## config.mk

```make
export PLATFORM = sky130hd
export DESIGN_NAME = im_mem_stage
export DESIGN_NICKNAME = d
export VERILOG_FILES = /design/src/rtl/im_mem_stage.sv
export SDC_FILE = /design/constraint.sdc
export NUM_CORES = 1
export LEC_CHECK = 0
export CAP_MARGIN = 20
export CORE_MARGIN = 1.5
export CORE_UTILIZATION = 44
export DETAILED_ROUTE_END_ITERATION = 7
export PLACE_DENSITY = 0.77
export REMOVE_ABC_BUFFERS = 1
export SYNTH_ARGS = -nofsm -noshare
export SYNTH_HDL_FRONTEND = slang
export SYNTH_SLANG_ARGS = --single-unit
export TNS_END_PERCENT = 30
```

## constraint.sdc

```tcl
create_clock -name clk -period 2.3 [get_ports clk]
set_input_delay 0.575 -clock clk [delete_from_list [all_inputs] [get_ports clk]]
set_output_delay 0.575 -clock clk [all_outputs]
set_load 0.02 [all_outputs]
```

## src/rtl/im_mem_stage.sv

```systemverilog
// im_mem_stage: memory-access stage of the five-stage pipeline.
// Consumes the IX/IM register fields, runs loads/stores against the data
// memory over a req/ack handshake (big-endian lane steering, alignment
// check, ack timeout) and presents a registered result to IM/IW.
//
// Ports:
//   clk, rst_n                  clock, async active-low reset
//   in_valid, pc_in, O_in, B_in, access_size_in, rw_in,
//   memory_sign_extend_in, res_data_sel_in, rt_in, rd_in,
//   dest_reg_sel_in, write_to_reg_in      IX/IM fields
//   dmem_req/we/addr/be/wdata, dmem_ack/rdata   data-memory handshake
//   stall                       combinational upstream hold
//   out_valid, pc_out, result_out, dest_reg_out, write_to_reg_out,
//   align_err, bus_err          registered IM/IW outputs
module im_mem_stage #(
  parameter int unsigned MEM_TIMEOUT = 15
) (
  input  logic        clk,
  input  logic        rst_n,
  input  logic        in_valid,
  input  logic [31:0] pc_in,
  input  logic [31:0] O_in,
  input  logic [31:0] B_in,
  input  logic [1:0]  access_size_in,
  input  logic        rw_in,
  input  logic        memory_sign_extend_in,
  input  logic        res_data_sel_in,
  input  logic [4:0]  rt_in,
  input  logic [4:0]  rd_in,
  input  logic        dest_reg_sel_in,
  input  logic        write_to_reg_in,
  output logic        dmem_req,
  output logic        dmem_we,
  output logic [31:0] dmem_addr,
  output logic [3:0]  dmem_be,
  output logic [31:0] dmem_wdata,
  input  logic        dmem_ack,
  input  logic [31:0] dmem_rdata,
  output logic        stall,
  output logic        out_valid,
  output logic [31:0] pc_out,
  output logic [31:0] result_out,
  output logic [4:0]  dest_reg_out,
  output logic        write_to_reg_out,
  output logic        align_err,
  output logic        bus_err
);

  typedef enum logic {IDLE, WAIT} state_t;

  localparam logic [7:0] CNT_LAST = 8'(MEM_TIMEOUT - 1);

  state_t      state;
  logic [7:0]  cnt;

  // Fields captured when the request is issued
  logic [31:0] c_pc;
  logic [31:0] c_o;
  logic [1:0]  c_size;
  logic        c_store;
  logic        c_sext;
  logic [4:0]  c_dest;
  logic        c_wtr;

  logic        is_mem;
  logic        misalign;
  logic [4:0]  dest_sel;
  logic [3:0]  be_n;
  logic [31:0] wdata_n;
  logic [7:0]  ld_byte;
  logic [15:0] ld_half;
  logic [31:0] load_data;

  always_comb begin
    is_mem   = in_valid & (rw_in | res_data_sel_in);
    misalign = (access_size_in == 2'b11) ||
               (access_size_in == 2'b01 && O_in[0]) ||
               (access_size_in == 2'b00 && O_in[1:0] != 2'b00);
    dest_sel = dest_reg_sel_in ? rd_in : rt_in;
    stall    = (state == IDLE && is_mem && !misalign) ||
               (state == WAIT && !dmem_ack);
  end

  // Big-endian lane steering for the request being issued
  always_comb begin
    be_n    = 4'b1111;
    wdata_n = B_in;
    case (access_size_in)
      2'b10: begin
        be_n    = 4'b1000 >> O_in[1:0];
        wdata_n = {4{B_in[7:0]}};
      end
      2'b01: begin
        be_n    = O_in[1] ? 4'b0011 : 4'b1100;
        wdata_n = {2{B_in[15:0]}};
      end
      default: ;
    endcase
  end

  // Load extraction from the captured offset/size
  always_comb begin
    case (c_o[1:0])
      2'd0:    ld_byte = dmem_rdata[31:24];
      2'd1:    ld_byte = dmem_rdata[23:16];
      2'd2:    ld_byte = dmem_rdata[15:8];
      default: ld_byte = dmem_rdata[7:0];
    endcase
    ld_half = c_o[1] ? dmem_rdata[15:0] : dmem_rdata[31:16];
    case (c_size)
      2'b10:   load_data = {{24{c_sext & ld_byte[7]}}, ld_byte};
      2'b01:   load_data = {{16{c_sext & ld_half[15]}}, ld_half};
      default: load_data = dmem_rdata;
    endcase
  end

  always_ff @(posedge clk or negedge rst_n) begin
    if (!rst_n) begin
      state            <= IDLE;
      cnt              <= '0;
      c_pc             <= '0;
      c_o              <= '0;
      c_size           <= '0;
      c_store          <= 1'b0;
      c_sext           <= 1'b0;
      c_dest           <= '0;
      c_wtr            <= 1'b0;
      dmem_req         <= 1'b0;
      dmem_we          <= 1'b0;
      dmem_addr        <= '0;
      dmem_be          <= '0;
      dmem_wdata       <= '0;
      out_valid        <= 1'b0;
      pc_out           <= '0;
      result_out       <= '0;
      dest_reg_out     <= '0;
      write_to_reg_out <= 1'b0;
      align_err        <= 1'b0;
      bus_err          <= 1'b0;
    end else begin
      out_valid <= 1'b0;
      align_err <= 1'b0;
      bus_err   <= 1'b0;
      case (state)
        IDLE: begin
          if (in_valid) begin
            if (!is_mem || misalign) begin
              // ALU result, or an access rejected before any request
              out_valid        <= 1'b1;
              pc_out           <= pc_in;
              result_out       <= O_in;
              dest_reg_out     <= dest_sel;
              write_to_reg_out <= write_to_reg_in & ~is_mem;
              align_err        <= is_mem;
            end else begin
              c_pc       <= pc_in;
              c_o        <= O_in;
              c_size     <= access_size_in;
              c_store    <= rw_in;
              c_sext     <= memory_sign_extend_in;
              c_dest     <= dest_sel;
              c_wtr      <= write_to_reg_in;
              dmem_req   <= 1'b1;
              dmem_we    <= rw_in;
              dmem_addr  <= {O_in[31:2], 2'b00};
              dmem_be    <= be_n;
              dmem_wdata <= rw_in ? wdata_n : '0;
              cnt        <= '0;
              state      <= WAIT;
            end
          end
        end
        WAIT: begin
          if (dmem_ack || cnt == CNT_LAST) begin
            // Ack takes priority over a timeout in the same cycle
            out_valid        <= 1'b1;
            pc_out           <= c_pc;
            dest_reg_out     <= c_dest;
            write_to_reg_out <= dmem_ack & c_wtr;
            bus_err          <= ~dmem_ack;
            if (dmem_ack)
              result_out <= c_store ? c_o : load_data;
            dmem_req   <= 1'b0;
            dmem_we    <= 1'b0;
            dmem_addr  <= '0;
            dmem_be    <= '0;
            dmem_wdata <= '0;
            state      <= IDLE;
          end else begin
            cnt <= cnt + 8'd1;
          end
        end
        default: state <= IDLE;
      endcase
    end
  end

endmodule

```

# ---- Word-level counts from Yosys, hierarchy flattened
# Cells that the tools add are included.
dict set report classes {
  eq_ne 14
  n_reduce_logical 21
  n_mux 61
  n_addsub 1
  n_bitwise 10
  n_shift 1
}
# op count
set op_table {}
lappend op_table {{$mux W32} 14}
lappend op_table {{$pmux W32 S2} 6}
lappend op_table {{$mux W8} 3}
lappend op_table {{$pmux W8 S3} 1}
lappend op_table {{$mux W5} 4}
lappend op_table {{$mux W1} 19}
lappend op_table {{$mux W16} 1}
lappend op_table {{$mux W4} 4}
lappend op_table {{$pmux W4 S2} 2}
lappend op_table {{$pmux W8 S2} 1}
lappend op_table {{$reduce_and A3 Y1} 4}
lappend op_table {{$pmux W1 S2} 5}
lappend op_table {{$pmux W5 S2} 1}
lappend op_table {{$add A8 B1 Y8 const B} 1}
lappend op_table {{$eq A2 B2 Y1 const B} 4}
lappend op_table {{$eq A8 B4 Y1 const B} 1}
lappend op_table {{$ne A2 B2 Y1 const B} 4}
lappend op_table {{$eq A2 B1 Y1 const B} 3}
lappend op_table {{$and A1 B1 Y1} 5}
lappend op_table {{$logic_and A1 B1 Y1} 5}
lappend op_table {{$logic_or A1 B1 Y1} 5}
lappend op_table {{$logic_not A2 Y1} 2}
lappend op_table {{$ne A2 B1 Y1 const B} 2}
lappend op_table {{$not A1 Y1} 4}
lappend op_table {{other kinds (5)} 7}
dict set report totals {
  register_bits 226
  input_bits 149
  elab_cells 129
  output_inout_bits 144
}

# ---- Depth between registers and ports, before layout
dict set report depth {
  ltp_word 8
  depth_mapped 10
  ltp_nobuf 7
}

# ---- Worst setup path after synthesis
# No wires, ideal clock.
dict set report synth_timing {
  path_kind {input to output}
  start {in access_size_in[1]}
  end {out stall}
  t_arrival_ns 1.880
  path_buffers 1
  t_required_ns 1.725
  path_stages 7
  setup_slack_ns -0.155
  path_cell_list {inv_1 ha_1 or3_1 nand2_1 nand2_1 clkbuf_1 o21ai_0}
}
dict set report synth_via {
  elab_chain_len 7
  elab_cells_between_ends 10
  cone_classes {2 x eq/ne; 8 x reduce/logical}
}
# element line_no
set synth_lines {}
lappend synth_lines {{start: declaration} 24} ;# input logic [1:0] access_size_in,
lappend synth_lines {{$eq A2 B1 Y1} 77} ;# (access_size_in == 2'b01 && O_in[0]) ||
lappend synth_lines {{$logic_and A1 B1 Y1} 77}
lappend synth_lines {{$logic_or A1 B1 Y1} 76} ;# misalign = (access_size_in == 2'b11) ||
lappend synth_lines {{$logic_or A1 B1 Y1 *} 77}
lappend synth_lines {{$logic_not A1 Y1 *} 80} ;# stall = (state == IDLE && is_mem && !misalign) ||
lappend synth_lines {{$logic_and A1 B1 Y1 *} 80}
lappend synth_lines {{$logic_or A1 B1 Y1 *} 80}
lappend synth_lines {{end: declaration} 39} ;# output logic stall,
# Mark *: on every way between the ends. The rest lies on a longest branch, timed or not.

# ---- Final worst setup path
# Same ends and word-level chain as after synthesis.

==> flow_summary.json <==
{
  "status": "completed",
  "critPathMaxFanout": 2,
  "grt_overflow_total": 0,
  "grt_pass1_wl_um": 49700,
  "maxSlewHeadroom_pct": 56.2,
  "fin_util_pct": 63.8,
  "yosys_most_used_dff": "dfrtp_1",
  "rsz0062_at_grt": "true",
  "drive_gt1_share_pct": 11.8,
  "numCtsBuffers": 25,
  "worstMarginPinSlew_ps": 657,
  "pwr-share-comb_pct": 39.7,
  "via_per_inst": 5.42,
  "synth_edf_count": 0,
  "tritoncts": "done",
  "setup_viol": 0,
  "place_inst": 1654,
  "yosysTopAreaCell": "dfrtp_1",
  "end_kind": "output pin",
  "coreArea_um2": 23500,
  "syn_avg_cell_area_um2": 10.1,
  "finalPower_uw": 16000,
  "switching_share_pct": 35.3,
  "synth-async-reset-ratio_pct": 100,
  "ant_nets": 0,
  "powerDensity_nw_per_um2": 1070,
  "synth.top_cell.area_share_pct": 53.0,
  "antenna_found_initial": 1,
  "clockBufferDepth": 3,
  "yosysSeqAreaShare_pct": 53.0,
  "p_sw_uw": 5660,
  "grt_pass1_vias": 9305,
  "cts_root_buf": "clkbuf_16",
  "synth.top_cells.by_area": "dfrtp_1 (53%), mux2i_1 (7.2%), nand2_1 (7.1%)",
  "start_util_pct": 45.0,
  "drv_cap": 0,
  "start_kind": "primary input",
  "ir_worst_vdd_v": 0.000488,
  "syn_area_um2": 10600,
  "fin_nets": 1521,
  "grt_max_degree": 72,
  "num_vias": 9216,
  "clock_skew_ps": 5.92,
  "r2r_setup_slack_ps": 160,
  "power_frac_seq_pct": 36.9,
  "htreeDepth": 1,
  "fmax_ghz": 0.440,
  "portBuffers": 290,
  "insertion_delay_ps": 510,
  "fin_ws_ps": 25.2,
  "rows": 56,
  "dr.pass1.iters": 5,
  "finalCriticalPeriod_ps": 2270,
  "crit_type": "primary input to output pin",
  "p_leak_uw": 0.00679,
  "die-width_um": 158,
  "hold_violations": 0,
  "num_io_pins": 293,
  "gp_congestion": 0.838,
  "design_area_um2": 15000,
  "worstPathRequired_ps": 1730,
  "drc": 0,
  "clkPwrFrac_pct": 23.4,
  "post_synth_num_cell_types": 53,
  "cp.arrival_ps": 1700,
  "area_growth_pct": 41.9,
  "drv_slew": 0,
  "die_h_um": 158,
  "die_area_um2": 25000,
  "dr.first_iter.drc_count": 517,
  "intPower_uw": 10400,
  "wl_per_cell_um": 18.6,
  "placed_area_um2": 14200,
  "grt.total_usage_pct": 25.3,
  "syn_inst": 1046,
  "ys_warn_count": 0,
  "fin_crit_sh_pct": 98.9,
  "routed_wl_um": 31700,
  "path_clk_slew_ps": 60,
  "synth_seq_cells": 224,
  "place_hpwl_um": 22800,
  "final_cells": 1700,
  "pre_cts_ws_ps": -896,
  "min_path_type": "primary input to register",
  "clock-sinks": 224
}
kinds of logic after synthesis:
logic type	count (synthesis)	share of synthesized area, %
and+or+nand+nor	296	11.6
adders and majority gates	8	0.946
AOI/OAI and AO/OA	313	19.5
buffers and inverters	93	4.15
DFF	224	53.0
other	1	0.0354
muxes	105	10.3
xor gates and xnor gates	6	0.497
through the flow:
| step | setup TNS, ps | hold slack [ps] |
|---|---|---|
| after floorplan | -758570 | 279 |
| after global placement | -136040 | 454 |
| after detailed placement | -153630 | 462 |
| after CTS | 0 | 464 |
| after global routing | -36.4 | 455 |
| final | 0 | 444 |
registers in the layout, indices dropped and copies added, names as in the netlist, 4 cells and up:
signal        cells
result_out       32
dmem_be           4
c_dest            5
pc_out           32
dmem_addr        30
c_pc             32
dest_reg_out      5
dmem_wdata       32
cnt               8
c_o              32
synthesized netlist by cell type (2+ instances only):
| cell type | n |
|---|---|
| o21bai_1 | 6 |
| dfrtp_1 | 224 |
| mux2_2 | 29 |
| nor2_1 | 49 |
| o22ai_1 | 20 |
| o22a_1 | 6 |
| a211oi_1 | 19 |
| nand2b_1 | 4 |
| clkbuf_1 | 35 |
| nand3_1 | 6 |
| nand2_1 | 200 |
| a222oi_1 | 2 |
| a211o_1 | 7 |
| nor3_1 | 3 |
| buf_4 | 6 |
| clkbuf_2 | 3 |
| ha_1 | 8 |
| buf_6 | 4 |
| nor2b_1 | 12 |
| a22o_1 | 20 |
| a22oi_1 | 34 |
| a31oi_1 | 9 |
| o2bb2ai_1 | 24 |
| a21o_1 | 23 |
| inv_1 | 13 |
| or3_1 | 3 |
| xor2_1 | 5 |
| and3_1 | 9 |
| o21ai_1 | 32 |
| a21oi_1 | 37 |
| mux2i_1 | 76 |
| buf_1 | 5 |
| o21ai_0 | 65 |
| and2_1 | 3 |
| buf_2 | 27 |
critical path: stages:
cell and delay (ps):
buf_2 120, buf_6 120, ha_4 150, or3_4 380, nand2_2 80, nand2_2 50
o21ai_1 70, buf_4 160
cells in the final DEF (no fill, tap or decap), types with 8 or more instances in the layout:
| master | count |
|---|---|
| clkdlybuf4s50_1 | 285 |
| dfrtp_1 | 223 |
| nand2_1 | 198 |
| mux2i_1 | 76 |
| buf_4 | 72 |
| o21ai_0 | 63 |
| nor2_1 | 48 |
| a21oi_1 | 37 |
| a22oi_1 | 34 |
| o21ai_1 | 32 |
| mux2_2 | 29 |
| clkbuf_16 | 25 |
| o2bb2ai_1 | 24 |
| a21o_1 | 22 |
| a22o_1 | 20 |
| o22ai_1 | 20 |
| a211oi_1 | 19 |
| inv_1 | 13 |
| nor2b_1 | 12 |
| clkbuf_1 | 10 |
| and3_1 | 9 |
| a31oi_1 | 9 |
| buf_12 | 8 |
power by group through the flow:
stage          clock [µW]  sequential (µW)  combinational, µW
3_3_place_gp            0             5920               6230
6_report             3740             5910               6360
5_1_grt              3990             6080               6860
4_1_cts              3820             5920               6400
2_1_floorplan           0             6950               2120
3_5_place_dp            0             5970               6370
metal layers:
layer	global-route usage [%]	up-vias	routed length, µm
met5	0	-	0
met4	6.05	0	656
met3	6.19	47	2420
met2	42.5	302	15300
met1	32.9	4514	13300
li1	-	4353	-
area by class of cell:
type / count / area, µm²
diodes: 1 / 2.50
clock buffers: 37 / 691
clock inverters: 6 / 63.8
fillers: 1974 / 8520
inverters: 13 / 48.8
multi-input cells: 730 / 4600
flip-flops and latches: 224 / 5610
well taps: 319 / 399
repair buffers: 370 / 3600
path summary, 6_finish.rpt:
path / cells past startpoint / from / endpoint
setup / recovery: 8 / access_size_in[1] / stall
setup reg to reg: 5 / state$_DFF_PN0_ / result_out[3]$_DFFE_PN0P_
min in group asynchronous: 2 / rst_n / c_pc[28]$_DFFE_PN0P_
hold / removal: 4 / access_size_in[0] / c_size[0]$_DFFE_PN0P_
hold reg to reg: 2 / c_pc[19]$_DFFE_PN0P_ / c_pc[19]$_DFFE_PN0P_
max in group asynchronous: 3 / rst_n / result_out[17]$_DFFE_PN0P_
timing repair:
item,CTS,global route
hold endpoints to repair,41,0
resized for setup,21,4
cloned,0,0
endpoints found under the setup margin,184,13
pin swaps,3,1
hold buffers,1,0
setup buffers,1,0
Note: power is estimated with default switching activity, not from simulation.
